## config.mk

```make
export PLATFORM = sky130hd
export DESIGN_NAME = data_memory_bsel
export DESIGN_NICKNAME = d
export VERILOG_FILES = /design/src/rtl/data_memory_bsel.sv
export SDC_FILE = /design/constraint.sdc
export NUM_CORES = 2
export LEC_CHECK = 0
export ABC_AREA = 1
export BUFFER_PORTS_ARGS = -buffer_cell sky130_fd_sc_hd__buf_2
export CAP_MARGIN = 15
export CORE_AREA = 2 2 436 438
export CTS_BUF_LIST = sky130_fd_sc_hd__clkbuf_16
export DETAILED_ROUTE_END_ITERATION = 7
export DIE_AREA = 0 0 438 440
export GPL_TIMING_DRIVEN = 0
export PLACE_DENSITY = 0.51
export SLEW_MARGIN = 20
export SYNTH_ARGS = -nofsm -noshare
export SYNTH_HDL_FRONTEND = slang
export SYNTH_SLANG_ARGS = --single-unit
```

## constraint.sdc

```tcl
create_clock -name i_clk -period 5.65 [get_ports i_clk]
set_input_delay 1.13 -clock i_clk [delete_from_list [all_inputs] [get_ports i_clk]]
set_output_delay 1.13 -clock i_clk [all_outputs]
set_load 0.005 [all_outputs]
```

## src/rtl/data_memory_bsel.sv

```systemverilog
// Byte-addressable MEM-stage data memory: byte/half/word access with sign/zero extension,
// little-endian lanes, misalignment detection, a one-word-per-cycle flush FSM and a full debug bus.
module data_memory_bsel #(
    parameter int unsigned ADDR_SIZE = 5,
    parameter int unsigned SLOT_SIZE = 32
) (
    input  logic                                  i_clk,
    input  logic                                  i_reset,
    input  logic                                  i_flush,
    input  logic                                  i_wr_rd,
    input  logic [1:0]                            i_size,
    input  logic                                  i_signed,
    input  logic [ADDR_SIZE+$clog2(SLOT_SIZE/8)-1:0] i_addr,
    input  logic [SLOT_SIZE-1:0]                  i_data,
    output logic [SLOT_SIZE-1:0]                  o_data,
    output logic                                  o_busy,
    output logic                                  o_misaligned,
    output logic [(2**ADDR_SIZE)*SLOT_SIZE-1:0]   o_bus_debug
);

    localparam int unsigned BYTE_BITS = $clog2(SLOT_SIZE / 8);
    localparam int unsigned NBYTES    = SLOT_SIZE / 8;
    localparam int unsigned DEPTH     = 2 ** ADDR_SIZE;

    typedef enum logic {
        ST_IDLE,
        ST_CLEAR
    } state_t;

    state_t                 r_state;
    logic [ADDR_SIZE-1:0]   r_cnt;
    logic                   r_busy;
    logic [SLOT_SIZE-1:0]   r_mem [DEPTH];

    logic [ADDR_SIZE-1:0]   w_widx;
    logic [BYTE_BITS-1:0]   w_off;
    logic [BYTE_BITS+2:0]   w_shamt;
    logic [SLOT_SIZE-1:0]   w_word;
    logic [SLOT_SIZE-1:0]   w_lane;
    logic [SLOT_SIZE-1:0]   w_wdata;
    logic [NBYTES-1:0]      w_be_base;
    logic [NBYTES-1:0]      w_be;
    logic                   w_mis;

    assign w_widx  = i_addr[ADDR_SIZE+BYTE_BITS-1:BYTE_BITS];
    assign w_off   = i_addr[BYTE_BITS-1:0];
    assign w_shamt = {w_off, 3'b000};
    assign w_word  = r_mem[w_widx];
    assign w_lane  = w_word >> w_shamt;
    assign w_wdata = i_data << w_shamt;
    assign w_be    = w_be_base << w_off;

    always_comb begin
        w_mis     = 1'b0;
        w_be_base = '0;
        case (i_size)
            2'b00: w_be_base = NBYTES'(1);
            2'b01: begin
                w_be_base = NBYTES'(3);
                w_mis     = w_off[0];
            end
            2'b10: begin
                w_be_base = '1;
                w_mis     = (w_off != '0);
            end
            default: w_mis = 1'b1;
        endcase
    end

    assign o_misaligned = w_mis;
    assign o_busy       = r_busy;

    always_comb begin
        o_data = '0;
        if (!w_mis && !r_busy) begin
            case (i_size)
                2'b00:   o_data = {{(SLOT_SIZE-8){i_signed & w_lane[7]}}, w_lane[7:0]};
                2'b01:   o_data = {{(SLOT_SIZE-16){i_signed & w_lane[15]}}, w_lane[15:0]};
                default: o_data = w_word;
            endcase
        end
    end

    always_comb begin
        o_bus_debug = '0;
        for (int unsigned k = 0; k < DEPTH; k++) begin
            o_bus_debug[k*SLOT_SIZE +: SLOT_SIZE] = r_mem[k];
        end
    end

    // Flush has priority over a same-cycle write; writes are only accepted in IDLE.
    always_ff @(posedge i_clk or negedge i_reset) begin
        if (!i_reset) begin
            r_state <= ST_IDLE;
            r_cnt   <= '0;
            r_busy  <= 1'b0;
            for (int unsigned k = 0; k < DEPTH; k++) begin
                r_mem[k] <= '0;
            end
        end else begin
            case (r_state)
                ST_IDLE: begin
                    if (i_flush) begin
                        r_state <= ST_CLEAR;
                        r_cnt   <= '0;
                        r_busy  <= 1'b1;
                    end else if (i_wr_rd && !w_mis) begin
                        for (int unsigned b = 0; b < NBYTES; b++) begin
                            if (w_be[b]) begin
                                r_mem[w_widx][8*b +: 8] <= w_wdata[8*b +: 8];
                            end
                        end
                    end
                end
                ST_CLEAR: begin
                    r_mem[r_cnt] <= '0;
                    r_cnt        <= r_cnt + 1'b1;
                    if (r_cnt == '1) begin
                        r_state <= ST_IDLE;
                        r_busy  <= 1'b0;
                    end
                end
                default: begin
                    r_state <= ST_IDLE;
                    r_busy  <= 1'b0;
                end
            endcase
        end
    end

endmodule

```

== Yosys cells after proc, flatten, opt, wreduce, memory -nomap -nowiden ==
Index checks and enable logic that the tools add are counted.
Word-level totals
  register bits after elaboration: 1031
  latch bits: 0
  bits in writable memories: 0
  memory bits (read-only): 0
  input bits: 46
  output and inout port bits: 1058
  logic and storage cells: 112
  memories kept: 0
Operators by class
  add/sub/neg operators: 1
  multipliers: 0
  divide/modulo/power cells: 0
  order comparisons: 4
  equal/unequal tests: 7
  shifts and indexed selects: 3
  muxes and demuxes: 45
  bitwise gates (word level): 7
  reductions and logical operators: 10
Operator list (count)
  2-to-1 mux 1024 bit: 15
  bitwise mux 1024 bit: 4
  case mux 1024 bit (2 select lines): 1
  bitwise AND 1024 bit: 1
  NOT 1024 bit: 1
  demux 32 bit (select 5 bit): 5
  binary-select mux 32 bit (select 5 bit): 1
  2-to-1 mux 32 bit: 5
  case mux 32 bit (2 select lines): 1
  left shift 32 x 5 -> 32 bit: 1
  >> shifter 32 x 5 -> 16 bit: 1
  2-to-1 mux 24 bit: 1
  2-to-1 mux 16 bit: 1
  >= comparator 6 bit (second input constant): 2
  less-than comparator 6 x 1 -> 1 bit (second input constant): 2
  NOT 5 -> 6 bit: 2
  case mux 4 bit (3 select lines): 1
  case mux 5 bit (2 select lines): 1
  2-to-1 mux 8 bit: 1
  != test 2 bit (second input constant): 3
  adder 5 x 1 -> 5 bit (second input constant): 1
  == test 5 bit (second input constant): 1
  2-to-1 mux 5 bit: 1
  logical AND 1 bit: 4
  13 further kinds: 20

== Depth between registers and ports, before layout ==
  depth in word-level cells: 25
  mapped depth: 18
  mapped depth without buffers: 15

== Worst setup path before layout ==
Ideal clock, no wire load.
  path type: input -> output
  start point: in i_addr[2]
  end point: out o_data[20]
  arrival: 2787 ps
  required time: 4520 ps
  setup slack: 1733 ps
  stages on the path: 18
  path buffers: 4
  path through: buf_4 > buf_4 > buf_2 > nand2_1 > o21ai_0 > nand2_1 > nand2_1 > nand2_1 > nand2_1 > nor2_1 > nand2_1 > nand2_1 > nand2_1 > o21bai_2 > buf_2 > nand3_1 > nand2_1 > inv_1
On the way
  cells in the longest elaborated chain, start to end: 8
  elaborated cells between the ends (all ways): 9
  classes of those cells: 1 x shift; 5 x mux; 3 x bitwise
Ends and longest elaborated chain
  from (decl): line 13  | input logic [ADDR_SIZE+$clog2(SLOT_SIZE/8)-1:0] i_addr,
  NOT 5 -> 6 bit (implied by the code) (*): line 48  | assign w_word = r_mem[w_widx];
  binary-select mux 32 bit (select 5 bit) (*): line 48
  2-to-1 mux 32 bit (implied by the code) (*) (2 in series): line 48
  >> shifter 32 x 5 -> 16 bit: line 49  | assign w_lane = w_word >> w_shamt;
  bitwise AND 1 bit, on equally long branches: line 78, 77
  case mux 32 bit (2 select lines) (*): line 76  | case (i_size)
  2-to-1 mux 32 bit (*): line 75  | if (!w_mis && !r_busy) begin
  to (decl): line 15  | output logic [SLOT_SIZE-1:0] o_data,
Mark *: on every way between the ends. The rest lies on a longest branch, timed or not. The select of a mux whose other input is x is not followed.

== Worst setup path after layout ==
  start point: in i_addr[2]
  end point: out o_data[9]
On the way
  cells in the longest elaborated chain, start to end: 8
Ends and longest elaborated chain
  NOT 5 -> 6 bit (implied by the code) (*): line 48
  binary-select mux 32 bit (select 5 bit) (*): line 48
  2-to-1 mux 32 bit (implied by the code) (*) (2 in series): line 48
  >> shifter 32 x 5 -> 16 bit: line 49
  bitwise AND 1 bit: line 77  | 2'b00: o_data = {{(SLOT_SIZE-8){i_signed & w_lane[7]}}, w_lane[7:0]};
  case mux 32 bit (2 select lines) (*): line 76
  2-to-1 mux 32 bit (*): line 75
Marks and branches as above.

==> impl_metrics.py <==
metrics = {
    "status": {
        "status": "complete, but fails checks",
        "violations": "negative setup slack",
    },
    "synthesis": {
        "avgSynthCellArea_um2": 8.11,
        "syn_nets": 6470,
        "synth_cells": 6415,
        "ys_seq_area_share_pct": 49.6,
        "netlist_area_um2": 52000,
        "synth_edf_count": 0,
        "synth_ff_type": "dfrtp_1",
        "async_reset_ff_share_pct": 100,
        "synth.distinct_cells": 41,
        "ys_warn_count": 0,
        "synth-seq-cells": 1031,
    },
    "global_route": {
        "grt_pass1_wl_um": 537000,
        "grt_pass1_vias": 56700,
        "grt_antenna_before_repair": 62,
        "grt_use_total_pct": 41.5,
        "overflow": 0,
        "grt_max_degree": 128,
    },
    "route": {
        "drt_iter0_markers": 9452,
        "firstDrtPassIters": 7,
        "postRouteAntennaNets": 0,
        "wirelength_um": 416000,
        "drc": 0,
        "wl_per_cell_um": 40.3,
        "vias_per_cell": 5.98,
        "vias": 61700,
    },
    "timing": {
        "final_hold_viol_count": 0,
        "slew_headroom_pct": 13.0,
        "min_period_over_period_pct": 103,
        "tightest_slew_ps": 1300,
        "fin_crit_ps": 5840,
        "timing.hold.ws_ps": 232,
        "setup_ws_ps": -194,
        "slew_viol_final": 0,
        "clock_skew_ps": 51.8,
        "rsz0062_at_grt": "true",
        "fmax_ghz": 0.171,
        "setup_viol": 13,
    },
    "hold_path": {
        "hold_class": "primary input to asynchronous set/reset pin",
    },
    "critical_path": {
        "critical_path.max_fanout": 10,
        "critPathKind": "primary input to output port",
        "critPathCaptureType": "output port",
        "crit_path_start_kind": "primary input",
        "required_ps": 4520,
        "arrival_ps": 4710,
    },
    "clock_tree": {
        "cts_sinks": 1031,
        "h-tree-depth": 3,
        "cts.path.max_buffers": 3,
        "holdBufCountCts": 0,
        "cts_made_buffers": 121,
        "clock_latency_ps": 850,
        "cts_root_buf": "clkbuf_16",
        "clk_pin_slew_ps": 60,
        "cts_tree": "done",
    },
    "die": {
        "ioPinCount": 1104,
        "rows": 160,
        "dieArea_um2": 193000,
        "core_area_um2": 189000,
        "die_y_um": 440,
        "die_w_um": 438,
        "start_util_pct": 27.6,
    },
    "power_and_ir_drop": {
        "peakVddDrop_mv": 0.275,
        "p_leak_nw": 31.1,
        "powerDensity_nw_per_um2": 542,
        "power_mw": 35.9,
    },
    "layout": {
        "drive_above_1_share_pct": 22.8,
        "seqCellArea_um2": 25800,
        "syn_to_final_growth_pct": 27.1,
        "nFillCells": 20200,
        "layout_commonest_cell": "nand2_1",
        "final_cell_mix": "1537 x nand2_1, 1275 x o22ai_1, 1172 x buf_2, 1128 x inv_1, 1031 x dfrtp_1",
        "nNetsFinal": 7723,
        "fin_area_um2": 66200,
        "multi_input_area_um2": 20900,
        "final_cells": 10300,
    },
    "place": {
        "place_hpwl_um": 329000,
        "dp_cells": 10100,
        "post_dp_cell_area_um2": 61500,
        "port_buffers": 1100,
        "place.gp.congestion": 1.07,
    },
    "job": {
        "drv_cap": 0,
    },
}
logic make-up after synthesis:
group           Yosys count  share of synthesized area [%]
buf+inv                1481                           11.0
simple gates           2120                           18.5
flops                  1031                           49.6
fa+ha+maj                 9                          0.216
compound gates         1774                           20.7
registers in the layout (all words and copies together), names as in the netlist:
name,count
r_cnt,5
o_busy,1
o_bus_debug,1024
r_state,1
routing by layer:
layer	wire (µm)	part of all wire [%]	GRT usage, %	up-vias
met3	43000	10	9.91	1286
met1	150000	36	50.2	30900
met2	178000	43	61.9	5102
met4	44300	11	36.4	18
met5	130	0.031	0	-
li1	-	-	-	24300
metrics by stage:
| step | util, % | setup WS (ps) | setup TNS (ps) |
|---|---|---|---|
| global route | 35.1 | -50.5 | -79.5 |
| CTS | 35.0 | -179 | -416 |
| global placement | 32.2 | -20910 | - |
| detailed placement | 32.6 | -1500 | -27450 |
| floorplan | - | 1730 | 0 |
| finish | 35.1 | -194 | -1310 |
path summary, 6_finish.rpt:
| kind | from | to | slack, ps | cells past startpoint |
|---|---|---|---|---|
| max in group asynchronous | i_reset | o_bus_debug[885]$_DFFE_PN0P_ | 3120 | 4 |
| min in group i_clk | o_bus_debug[807]$_DFFE_PN0P_ | o_bus_debug[807]$_DFFE_PN0P_ | 510 | 2 |
| worst max-delay path | i_addr[2] | o_data[9] | -190 | 15 |
| worst min-delay path | i_reset | o_bus_debug[192]$_DFFE_PN0P_ | 230 | 1 |
| worst min register to register | o_bus_debug[807]$_DFFE_PN0P_ | o_bus_debug[807]$_DFFE_PN0P_ | 510 | 2 |
| worst max register to register | r_state$_DFF_PN0_ | o_bus_debug[703]$_DFFE_PN0P_ | 1350 | 6 |
synth_stat cells, types with 3 or more instances:
cell type / count / share of area (%)
a21oi_1: 55 / 0.53
a221oi_1: 3 / 0.050
a22oi_1: 40 / 0.58
a31oi_1: 8 / 0.096
buf_1: 53 / 0.38
buf_2: 88 / 0.85
buf_4: 14 / 0.20
clkbuf_1: 188 / 1.4
clkinv_1: 4 / 0.029
dfrtp_1: 1031 / 50
ha_1: 9 / 0.22
inv_1: 1101 / 7.9
inv_2: 28 / 0.20
nand2_1: 1541 / 11
nand2_2: 20 / 0.24
nand3_1: 90 / 0.87
nand4_1: 102 / 1.2
nor2_1: 190 / 1.4
nor2_2: 17 / 0.20
nor3_1: 27 / 0.26
nor3_2: 72 / 1.4
nor3_4: 56 / 1.8
o2111ai_1: 6 / 0.10
o211ai_1: 8 / 0.12
o21ai_0: 332 / 3.2
o21ai_1: 13 / 0.13
o21bai_1: 14 / 0.20
o221ai_1: 6 / 0.10
o22ai_1: 1278 / 15
o31ai_1: 3 / 0.043
cell type report:
cell class / instances / area share, %
clock inverters: 104 / 1.21
well taps: 2511 / 4.75
clock buffers: 123 / 4.65
flip-flops and latches: 1031 / 39.0
plain buffers: 347 / 2.85
inverters: 1133 / 6.43
repair buffers: 1131 / 9.34
diodes: 33 / 0.125
multi-input cells: 3903 / 31.7
power by group:
group	internal, mW	leakage, nW	switching, mW
clock	4.44	2.01	3.66
sequential	10.2	14.1	3.16
combinational	4.62	15.1	9.81
worst max-delay path: stages:
cell and delay (ps):
buf_4 170, buf_8 210, nor2_4 360, inv_2 120, clkbuf_2 540, o22ai_1 370
o21ai_0 120, nand2_1 340, nor2_1 200, nand2_1 170, nand2_1 70, nand3_1 80
nand2_1 50, a21oi_1 520, buf_2 230
timing repair:
| item | 4_1_cts | 5_1_grt |
|---|---|---|
| endpoints found under the hold margin | 0 | 0 |
| pin swaps | 8 | 6 |
| gates resized for setup | 170 | 56 |
| buffers inserted | 6 | 0 |
| setup endpoints to repair | 31 | 30 |
No activity file was read; power rests on OpenSTA's default activity.
